$ cat src/rtl/multdiv_unit_pkg.sv
// Shared types and constants for the iterative multiply/divide unit.
package multdiv_unit_pkg;

   // Controller states
   typedef enum logic [1:0] {
      ST_IDLE = 2'd0,
      ST_MULT = 2'd1,
      ST_DIV  = 2'd2,
      ST_DONE = 2'd3
   } state_t;

   localparam int          MULT_ITERS = 16;
   localparam int          DIV_ITERS  = 32;
   localparam logic [31:0] INT_MIN    = 32'h8000_0000;

   // Shared 34-bit add/subtract used by both the Booth and non-restoring steps
   function automatic logic [33:0] add_sub34(input logic [33:0] a,
                                             input logic [33:0] b,
                                             input logic        sub);
      logic [33:0] b_eff;
      b_eff = sub ? ~b : b;
      return a + b_eff + {33'd0, sub};
   endfunction

   // Magnitude of a two's complement word (INT_MIN maps to 0x80000000 unsigned)
   function automatic logic [31:0] abs32(input logic [31:0] v);
      return v[31] ? (32'd0 - v) : v;
   endfunction

endpackage

$ cat src/rtl/multdiv_unit_booth_recoder.sv
// Radix-4 Booth recoder: maps a 3-bit multiplier window to select lines.
module multdiv_unit_booth_recoder
(
   input  logic [2:0] i_window,
   output logic       o_zero,
   output logic       o_neg,
   output logic       o_two
);

   // Decode window {b[i+1], b[i], b[i-1]} into 0 / +-M / +-2M
   always_comb begin
      o_zero = 1'b0;
      o_neg  = 1'b0;
      o_two  = 1'b0;
      case (i_window)
         3'b000: o_zero = 1'b1;
         3'b001: o_neg  = 1'b0;
         3'b010: o_neg  = 1'b0;
         3'b011: o_two  = 1'b1;
         3'b100: begin o_two = 1'b1; o_neg = 1'b1; end
         3'b101: o_neg  = 1'b1;
         3'b110: o_neg  = 1'b1;
         3'b111: o_zero = 1'b1;
         default: o_zero = 1'b1;
      endcase
   end

endmodule

$ cat src/rtl/multdiv_unit.sv
// Iterative signed 32-bit multiplier (radix-4 Booth) / divider (non-restoring).
module multdiv_unit
   import multdiv_unit_pkg::*;
#(
   parameter int WIDTH = 32,
   parameter int CNT_W = 6
)
(
   input  logic             clock,
   input  logic             reset,
   input  logic [WIDTH-1:0] data_operandA,
   input  logic [WIDTH-1:0] data_operandB,
   input  logic             ctrl_MULT,
   input  logic             ctrl_DIV,
   output logic [WIDTH-1:0] data_result,
   output logic             data_exception,
   output logic             data_resultRDY,
   output logic             busy
);

   state_t             r_state;
   state_t             w_state_next;
   logic [CNT_W-1:0]   r_cnt;
   logic [65:0]        r_prod;      // mult: {acc[33:0], multiplier}; div: [31:0] quotient
   logic               r_lsb;       // implicit Booth bit below the multiplier
   logic [33:0]        r_rem;       // signed partial remainder
   logic [31:0]        r_opd;       // multiplicand, or divisor magnitude
   logic               r_neg;       // quotient sign
   logic [WIDTH-1:0]   r_result;
   logic               r_exc;
   logic               r_rdy;
   logic               r_busy;

   logic               w_zero;
   logic               w_neg;
   logic               w_two;
   logic [33:0]        w_mcand;
   logic [33:0]        w_sel;
   logic [33:0]        w_acc;
   logic [65:0]        w_prod_next;
   logic [33:0]        w_shift;
   logic [33:0]        w_rem_next;
   logic [31:0]        w_quot_next;
   logic [31:0]        w_quot_fixed;
   logic               w_div_ovf;
   logic               w_mult_ovf;
   logic               w_mult_last;
   logic               w_div_last;
   logic               w_dvz;

   multdiv_unit_booth_recoder u_booth (
      .i_window (({r_prod[1:0], r_lsb})),
      .o_zero   (w_zero),
      .o_neg    (w_neg),
      .o_two    (w_two)
   );

   // Booth and non-restoring step datapath
   always_comb begin
      w_mcand = {{2{r_opd[31]}}, r_opd};
      if (w_zero) begin
         w_sel = 34'd0;
      end else if (w_two) begin
         w_sel = {w_mcand[32:0], 1'b0};
      end else begin
         w_sel = w_mcand;
      end
      w_acc       = add_sub34(r_prod[65:32], w_sel, w_neg);
      w_prod_next = {{2{w_acc[33]}}, w_acc, r_prod[31:2]};
      w_mult_ovf  = (w_prod_next[63:32] != {32{w_prod_next[31]}});

      // Shift in next dividend bit; subtract when remainder non-negative, else add
      w_shift      = {r_rem[32:0], r_prod[31]};
      w_rem_next   = add_sub34(w_shift, {2'b00, r_opd}, ~r_rem[33]);
      w_quot_next  = {r_prod[30:0], ~w_rem_next[33]};
      w_quot_fixed = r_neg ? (32'd0 - w_quot_next) : w_quot_next;
      w_div_ovf    = ~r_neg & w_quot_next[31];

      w_mult_last = (r_cnt == CNT_W'(MULT_ITERS - 1));
      w_div_last  = (r_cnt == CNT_W'(DIV_ITERS - 1));
      w_dvz       = (r_opd == 32'd0);
   end

   // Next-state logic; a start in any state (MULT priority) restarts the unit
   always_comb begin
      w_state_next = r_state;
      if (ctrl_MULT) begin
         w_state_next = ST_MULT;
      end else if (ctrl_DIV) begin
         w_state_next = ST_DIV;
      end else begin
         case (r_state)
            ST_IDLE: w_state_next = ST_IDLE;
            ST_MULT: w_state_next = w_mult_last ? ST_DONE : ST_MULT;
            ST_DIV:  w_state_next = (w_dvz || w_div_last) ? ST_DONE : ST_DIV;
            ST_DONE: w_state_next = ST_IDLE;
            default: w_state_next = ST_IDLE;
         endcase
      end
   end

   // State register
   always_ff @(posedge clock or posedge reset) begin
      if (reset) begin
         r_state <= ST_IDLE;
      end else begin
         r_state <= w_state_next;
      end
   end

   // Operand latch, iteration registers and registered outputs
   always_ff @(posedge clock or posedge reset) begin
      if (reset) begin
         r_cnt    <= '0;
         r_prod   <= 66'd0;
         r_lsb    <= 1'b0;
         r_rem    <= 34'd0;
         r_opd    <= 32'd0;
         r_neg    <= 1'b0;
         r_result <= '0;
         r_exc    <= 1'b0;
         r_rdy    <= 1'b0;
         r_busy   <= 1'b0;
      end else begin
         r_rdy <= 1'b0;
         if (ctrl_MULT || ctrl_DIV) begin
            r_cnt  <= '0;
            r_busy <= 1'b1;
            r_lsb  <= 1'b0;
            r_rem  <= 34'd0;
            if (ctrl_MULT) begin
               r_prod <= {34'd0, data_operandB};
               r_opd  <= data_operandA;
               r_neg  <= 1'b0;
            end else begin
               r_prod <= {34'd0, abs32(data_operandA)};
               r_opd  <= abs32(data_operandB);
               r_neg  <= data_operandA[31] ^ data_operandB[31];
            end
         end else begin
            case (r_state)
               ST_MULT: begin
                  r_prod <= w_prod_next;
                  r_lsb  <= r_prod[1];
                  r_cnt  <= r_cnt + CNT_W'(1);
                  if (w_mult_last) begin
                     r_result <= w_prod_next[31:0];
                     r_exc    <= w_mult_ovf;
                     r_rdy    <= 1'b1;
                     r_busy   <= 1'b0;
                  end
               end
               ST_DIV: begin
                  if (w_dvz) begin
                     r_result <= '0;
                     r_exc    <= 1'b1;
                     r_rdy    <= 1'b1;
                     r_busy   <= 1'b0;
                  end else begin
                     r_rem         <= w_rem_next;
                     r_prod[31:0]  <= w_quot_next;
                     r_cnt         <= r_cnt + CNT_W'(1);
                     if (w_div_last) begin
                        r_result <= w_quot_fixed;
                        r_exc    <= w_div_ovf;
                        r_rdy    <= 1'b1;
                        r_busy   <= 1'b0;
                     end
                  end
               end
               default: begin
                  r_busy <= 1'b0;
               end
            endcase
         end
      end
   end

   assign data_result    = r_result;
   assign data_exception = r_exc;
   assign data_resultRDY = r_rdy;
   assign busy           = r_busy;

endmodule

$ cat config.mk
export PLATFORM = sky130hd
export DESIGN_NAME = multdiv_unit
export DESIGN_NICKNAME = d
export VERILOG_FILES = /design/src/rtl/multdiv_unit_pkg.sv /design/src/rtl/multdiv_unit_booth_recoder.sv /design/src/rtl/multdiv_unit.sv
export SDC_FILE = /design/constraint.sdc
export NUM_CORES = 1
export LEC_CHECK = 0
export ABC_AREA = 1
export ABC_CLOCK_PERIOD_IN_PS = 10000
export CAP_MARGIN = 40
export CORE_ASPECT_RATIO = 0.6
export CORE_UTILIZATION = 50
export DETAILED_ROUTE_END_ITERATION = 7
export MAX_ROUTING_LAYER = met4
export PLACE_DENSITY_LB_ADDON = 0.12
export SYNTH_ARGS = -nofsm -noshare
export SYNTH_HDL_FRONTEND = slang
export SYNTH_SLANG_ARGS = --single-unit
$ cat constraint.sdc
create_clock -name clock -period 10 [get_ports clock]
set_input_delay 1 -clock clock [delete_from_list [all_inputs] [get_ports clock]]
set_output_delay 1 -clock clock [all_outputs]
set_load 0.01 [all_outputs]
==> impl_metrics.tcl, run 1 <==
set metrics [dict create \
    finish.utilization 0.577 \
    synth_cell_types 59 \
    dieWidth_um 234 \
    syn2layout_area_growth_pct 12.3 \
    power_density_nw_per_um2 172 \
    critPathLaunchType "flip-flop" \
    die_h_um 141 \
    finClkSkew_ps 16.8 \
    finalHoldViolCount 0 \
    cts_tree "done" \
    vias 17800 \
    post_dp_cell_area_sq_um 17500 \
    grt_pass1_wl_um 96200 \
    finalPower_uw 3120 \
    tns_ps 0 \
    antenna_found_initial 0 \
    numCtsBuffers 17 \
    post_drt_wl_per_cell_um 21.6 \
    fmax_mhz 211 \
    hp-class "reg -> reg" \
    synth_warnings 0 \
    drive_gt1_frac 0.0535 \
    insertion_delay_ps 470 \
    rsz0062_at_grt "false" \
    finalCriticalPeriod_ps 4740 \
    syn_area_sq_um 16200 \
    tightest_slew_ps 924 \
    track_usage 0.400 \
    setup_ws_ps 5260 \
    clk_pin_slew_ps 80 \
    dieArea_sq_um 33100 \
    post_cts_buffers 0 \
    nets 2650 \
    dpl.hpwl_um 49700 \
    synth_seq_area_share 0.271 \
    clock_sinks 175 \
    fin_crit_sh 0.474 \
    wirelength_um 63600 \
    post_cts_resized 0 \
    cts_root_buf "clkbuf_16" \
    grt_overflow 0 \
    grt_max_degree 67 \
    max_cap_viol_count 0 \
    cp-end-kind "flip-flop" \
    setup_violations 0 \
    core-area_sq_um 31500 \
    hold_buffers 0 \
    slew_headroom 0.382 \
    drt_iter0_drc 2392 \
    remaining_drc_errors 0 \
    dr.pass1.iters 8 \
    cp_data_arrival_time_ps 5080 \
    path_class "reg -> reg" \
    diodes 0 \
    outcome "completed" \
    cp_data_required_time_ps 10340 \
    cp_max_fo 16 \
    io_pins 103 \
    start_util 0.513 \
    final_cell_area_sq_um 18100 \
    place.gp.congestion 1.06 \
    routed_via_density 6.05 \
    rows 50 \
    syn_avg_cell_area_sq_um 6.56 \
    power_leakage_uw 0.00869 \
    synth_cells 2462 \
    cts.path.max_buffers 2 \
    syn_nets 2603 \
    irDropWorstVdd_mv 0.143 \
    ys_ff_latch 175 \
    grt_pass1_vias 16100 \
    cts_max_level 4 \
    drv_slew 0 \
    drtAntennaViolNets 0 \
    port_buffers 102 \
    pre_cts_ws_ps 5450 \
]
==> cells by family (layout without fill, tap and decap cells) <==
logic type,count (synthesis),after routing,synth area share
AOI/OAI and AO/OA,525,525,0.191
xor gates and xnor gates,133,133,0.0721
adders and majority gates,73,73,0.0575
buffers and inverters,399,459,0.0970
DFF,175,175,0.271
muxes,1,1,0.000620
and+or+nand+nor,1156,1156,0.310
==> synth_stat cells, drive strengths merged <==
cell type  count  area share
ha            71       0.055
inv          300       0.070
or2           15      0.0058
nand3        164       0.053
o22ai          8      0.0031
o21a          14      0.0065
o21bai         8      0.0037
o221ai        22       0.012
nor3          47       0.017
a21boi         8      0.0037
and2           1     0.00039
dfrtp        175        0.27
clkbuf        61       0.014
a211oi         7      0.0033
nor4          19      0.0077
xnor2         52       0.028
buf           33       0.012
nor3b          1     0.00046
a22o           1     0.00054
fa             2      0.0025
a21o           8      0.0037
o211ai        28       0.013
o21ai        194       0.061
a22oi         20      0.0093
a2bb2oi        8      0.0043
a32o           1     0.00062
xor2          81       0.044
a31oi         16      0.0062
nand4         28       0.012
nand3b        13      0.0068
a221oi         1     0.00054
a21oi        168       0.053
o22a           1     0.00054
mux2i          1     0.00062
nand2        669        0.16
clkinv         5      0.0012
nor2         199       0.049
o2111ai        6      0.0033
o31ai          6      0.0028
==> cell type report <==
cell class	count	area [sq um]
Tap cell	416	520
Fill cell	3051	13300
Sequential cell	175	4380
Inverter	305	1150
Clock buffer	17	425
Multi-Input combinational cell	1888	10200
Timing Repair Buffer	122	1250
Clock inverter	15	198
==> routing by layer <==
metal	track usage	vias up	wire, um
li1	-	8261	-
met1	0.576	8385	28900
met2	0.539	1011	25300
met3	0.106	131	7640
met4	0.117	0	1790
met5	-	-	0
==> flip-flops by register name, summed over array words and instances, names as in the netlist <==
name	flops
r_state	2
r_cnt	6
data_resultRDY	1
r_opd	32
busy	1
data_result	32
r_lsb	1
data_exception	1
r_rem	34
r_neg	1
r_prod	64
==> critical path, stage by stage, from the launching register on <==
cell	delay (ps)
dfrtp_1	450
nand2_1	150
nand2_1	280
nand2_1	480
buf_8	230
o21ai_0	100
a21oi_1	250
xor2_1	280
ha_1	380
nand2_1	160
inv_1	50
a21oi_1	230
o21ai_0	180
a211oi_1	660
nand3_1	240
nand2_1	130
nand2_1	50
nand2_1	50
nand3_1	60
o21bai_1	140
a21oi_1	80
==> report_power, final <==
part | switching (uW) | total, uW | internal (uW) | leakage (uW)
Clock | 379 | 726 | 348 | 0.000298
Combinational | 948 | 1450 | 504 | 0.00617
Sequential | 133 | 942 | 809 | 0.00223
Total | 1460 | 3120 | 1660 | 0.00869
==> layout by cell type (no fill, tap or decap), types with 7 or more instances in the layout <==
cell / count
a211oi_1: 7
a21o_1: 8
a21oi_1: 164
a22oi_1: 20
a2bb2oi_1: 8
a31oi_1: 16
buf_4: 14
clkbuf_16: 17
clkdlybuf4s50_1: 101
dfrtp_1: 175
ha_1: 71
inv_1: 286
inv_2: 13
nand2_1: 651
nand2_2: 18
nand3_1: 159
nand3b_1: 12
nand4_1: 26
nor2_1: 187
nor2_2: 7
nor3_1: 39
nor3_2: 7
nor4_1: 18
o211ai_1: 28
o21a_1: 14
o21ai_0: 174
o21ai_1: 17
o21bai_1: 8
o221ai_1: 22
o22ai_1: 8
or2_2: 14
xnor2_1: 52
xor2_1: 81
==> metrics by stage <==
stage | hold WS (ps) | instances
CTS | 491 | 2938
floorplan | 455 | 2462
finish | 483 | 2938
global placement | 469 | 2900
global route | 504 | 2938
detailed placement | 469 | 2906
==> final timing paths <==
kind | start | to | slack [ps] | cells after the start
min in group asynchronous | reset | r_opd[21]$_DFFE_PP0N_ | 930 | 2
hold / removal | data_result[27]$_DFFE_PP0P_ | data_result[27]$_DFFE_PP0P_ | 480 | 2
setup reg to reg | r_prod[0]$_DFFE_PP0P_ | data_exception$_DFFE_PP0P_ | 5260 | 20
hold reg to reg | data_result[27]$_DFFE_PP0P_ | data_result[27]$_DFFE_PP0P_ | 480 | 2
setup / recovery | r_prod[0]$_DFFE_PP0P_ | data_exception$_DFFE_PP0P_ | 5260 | 20
max in group asynchronous | reset | r_prod[45]$_DFFE_PP0P_ | 7890 | 3
Note: power is estimated with default switching activity, not from simulation.
==> inputs of run 2 (changes only) <==
--- a/config.mk
+++ b/config.mk
@@ -6,7 +6,7 @@
 export NUM_CORES = 1
 export LEC_CHECK = 0
 export ABC_AREA = 1
-export ABC_CLOCK_PERIOD_IN_PS = 10000
+export ABC_CLOCK_PERIOD_IN_PS = 4600
 export CAP_MARGIN = 40
 export CORE_ASPECT_RATIO = 0.6
 export CORE_UTILIZATION = 50
==> constraint.sdc (replaced) <==
create_clock -name clock -period 4.6 [get_ports clock]
set_input_delay 0.46 -clock clock [delete_from_list [all_inputs] [get_ports clock]]
set_output_delay 0.46 -clock clock [all_outputs]
set_load 0.01 [all_outputs]
==> run 2 against run 1 <==
Against the previous run:
- critical path depth is 9 higher
- routed wire length is 1.9% lower
- critical path type unchanged
- worst setup slack worse by 5000 ps
- critical endpoint is now data_result[28]$_DFFE_PP0P_
==> impl_metrics.tcl, run 2 (synthesized netlist as in run 1, its figures left out) <==
set metrics [dict create \
    post_cts_buffers 0 \
    p_sw_frac 0.458 \
    place.gp.congestion 1.08 \
    p_switching_uw 3090 \
    cp-end-kind "flip-flop" \
    clk_pin_slew_ps 80 \
    largest_reg_flops 64 \
    tns_ps 0 \
    crit_family "simple AND/OR/NAND/NOR gates" \
    grt_pass1_wl_um 95800 \
    dieArea_sq_um 33100 \
    finalHoldViolCount 0 \
    nFillCells 3100 \
    post_cts_resized 0 \
    dr.pass1.iters 6 \
    io_pins 103 \
    grt_overflow 0 \
    wirelength_um 62400 \
    cp_slowest_cell "dfrtp_2" \
    cts_root_buf "clkbuf_16" \
    dpl.hpwl_um 48600 \
    hp-class "reg -> reg" \
    finalCriticalPeriod_ps 4290 \
    numCtsBuffers 17 \
    tightest_slew_ps 889 \
    vias 17600 \
    drive_gt1_frac 0.0615 \
    cp_data_required_time_ps 5000 \
    outcome "completed" \
    cp_data_arrival_time_ps 4700 \
    die_h_um 141 \
    syn2layout_area_growth_pct 12.8 \
    cpMostUsedCell "nand2_1" \
    nets 2665 \
    irDropWorstVdd_mv 0.295 \
    slowest_delay_ps 490 \
    cts.path.max_buffers 2 \
    fin_crit_sh 0.933 \
    setup_violations 0 \
    path_class "reg -> reg" \
    rows 50 \
    drv_slew 0 \
    start_util 0.513 \
    fmax_mhz 233 \
    regArea_sq_um 4380 \
    grt_max_degree 121 \
    insertion_delay_ps 470 \
    critPathLaunchType "flip-flop" \
    remaining_drc_errors 0 \
    drtAntennaViolNets 0 \
    finalPower_uw 6760 \
    top_regs "r_prod: 64 flops, r_rem: 34 flops" \
    slew_headroom 0.406 \
    antenna_found_initial 2 \
    routed_via_density 5.96 \
    largest_register "r_prod" \
    port_buffers 102 \
    drt_iter0_drc 1891 \
    clkPwrFrac 0.233 \
    critPathBufInv 2 \
    finClkSkew_ps 14.7 \
    track_usage 0.394 \
    core-area_sq_um 31500 \
    clock_sinks 175 \
    cts_max_level 4 \
    cts_tree "done" \
    final_cell_mix "nand2_1 (651), inv_1 (286), nor2_1 (186), dfrtp_1 (174), o21ai_0 (173)" \
    max_cap_viol_count 0 \
    hold_buffers 0 \
    post_drt_wl_per_cell_um 21.1 \
    seqPwrFrac 0.299 \
    power_leakage_uw 0.00875 \
    final_common_cell "nand2_1" \
    dieWidth_um 234 \
    grt_pass1_vias 16500 \
    cp_max_fo 12 \
    rsz0062_at_grt "false" \
    multiInputGateArea_sq_um 10200 \
    p_comb_frac 0.468 \
    p_int_uw 3660 \
    power_density_nw_per_um2 371 \
]
-- run 2: worst min-delay path, cell delays in order, from the launching register on --
cell,delay [ps]
dfrtp_1,350
nand2_1,60
nand2_1,50
-- run 2: worst paths after layout --
| check | slack [ps] | end | startpoint | depth (start not counted) |
|---|---|---|---|---|
| max | 310 | data_result[28]$_DFFE_PP0P_ | r_rem[33]$_DFFE_PP0P_ | 29 |
| min | 490 | busy$_DFFE_PP0P_ | busy$_DFFE_PP0P_ | 2 |
| max reg2reg | 310 | data_result[28]$_DFFE_PP0P_ | r_rem[33]$_DFFE_PP0P_ | 29 |
| min reg2reg | 490 | busy$_DFFE_PP0P_ | busy$_DFFE_PP0P_ | 2 |
| max in group asynchronous | 3480 | r_rem[9]$_DFFE_PP0P_ | reset | 3 |
| min in group asynchronous | 520 | r_opd[19]$_DFFE_PP0N_ | reset | 3 |
-- run 2: power groups by stage --
stage / Sequential [uW] / Clock (uW) / Combinational, uW
3_3_place_gp: 2030 / 0 / 3020
3_5_place_dp: 2030 / 0 / 3060
2_1_floorplan: 1990 / 0 / 1920
6_report: 2020 / 1570 / 3160
4_1_cts: 2010 / 1580 / 3080
5_1_grt: 2040 / 1640 / 3440
-- run 2: layout make-up --
| class | instances | area share |
|---|---|---|
| clock buffers | 18 | 0.0241 |
| inverters | 305 | 0.0630 |
| clock inverters | 14 | 0.00892 |
| flip-flops and latches | 175 | 0.240 |
| diodes | 2 | 0.000275 |
| repair buffers | 137 | 0.0732 |
| multi-input cells | 1888 | 0.562 |
| well taps | 416 | 0.0286 |
-- run 2: per-stage QoR --
stage	worst slack [ps]	hold slack [ps]	cell area, sq um	util	instances
detailed placement	303	467	17600	0.559	2921
floorplan	726	455	16200	-	2462
global route	0.849	510	18200	0.579	2955
CTS	269	471	18200	0.578	2953
finish	308	486	18200	0.579	2955
global placement	428	464	17500	0.557	2919
-- run 2: per-layer routing --
| metal | GRT usage | wire, um | up-vias |
|---|---|---|---|
| met5 | - | 0 | - |
| met4 | 0.108 | 1400 | 0 |
| met3 | 0.108 | 6670 | 91 |
| met2 | 0.541 | 25500 | 840 |
| met1 | 0.560 | 28900 | 8422 |
| li1 | - | - | 8273 |
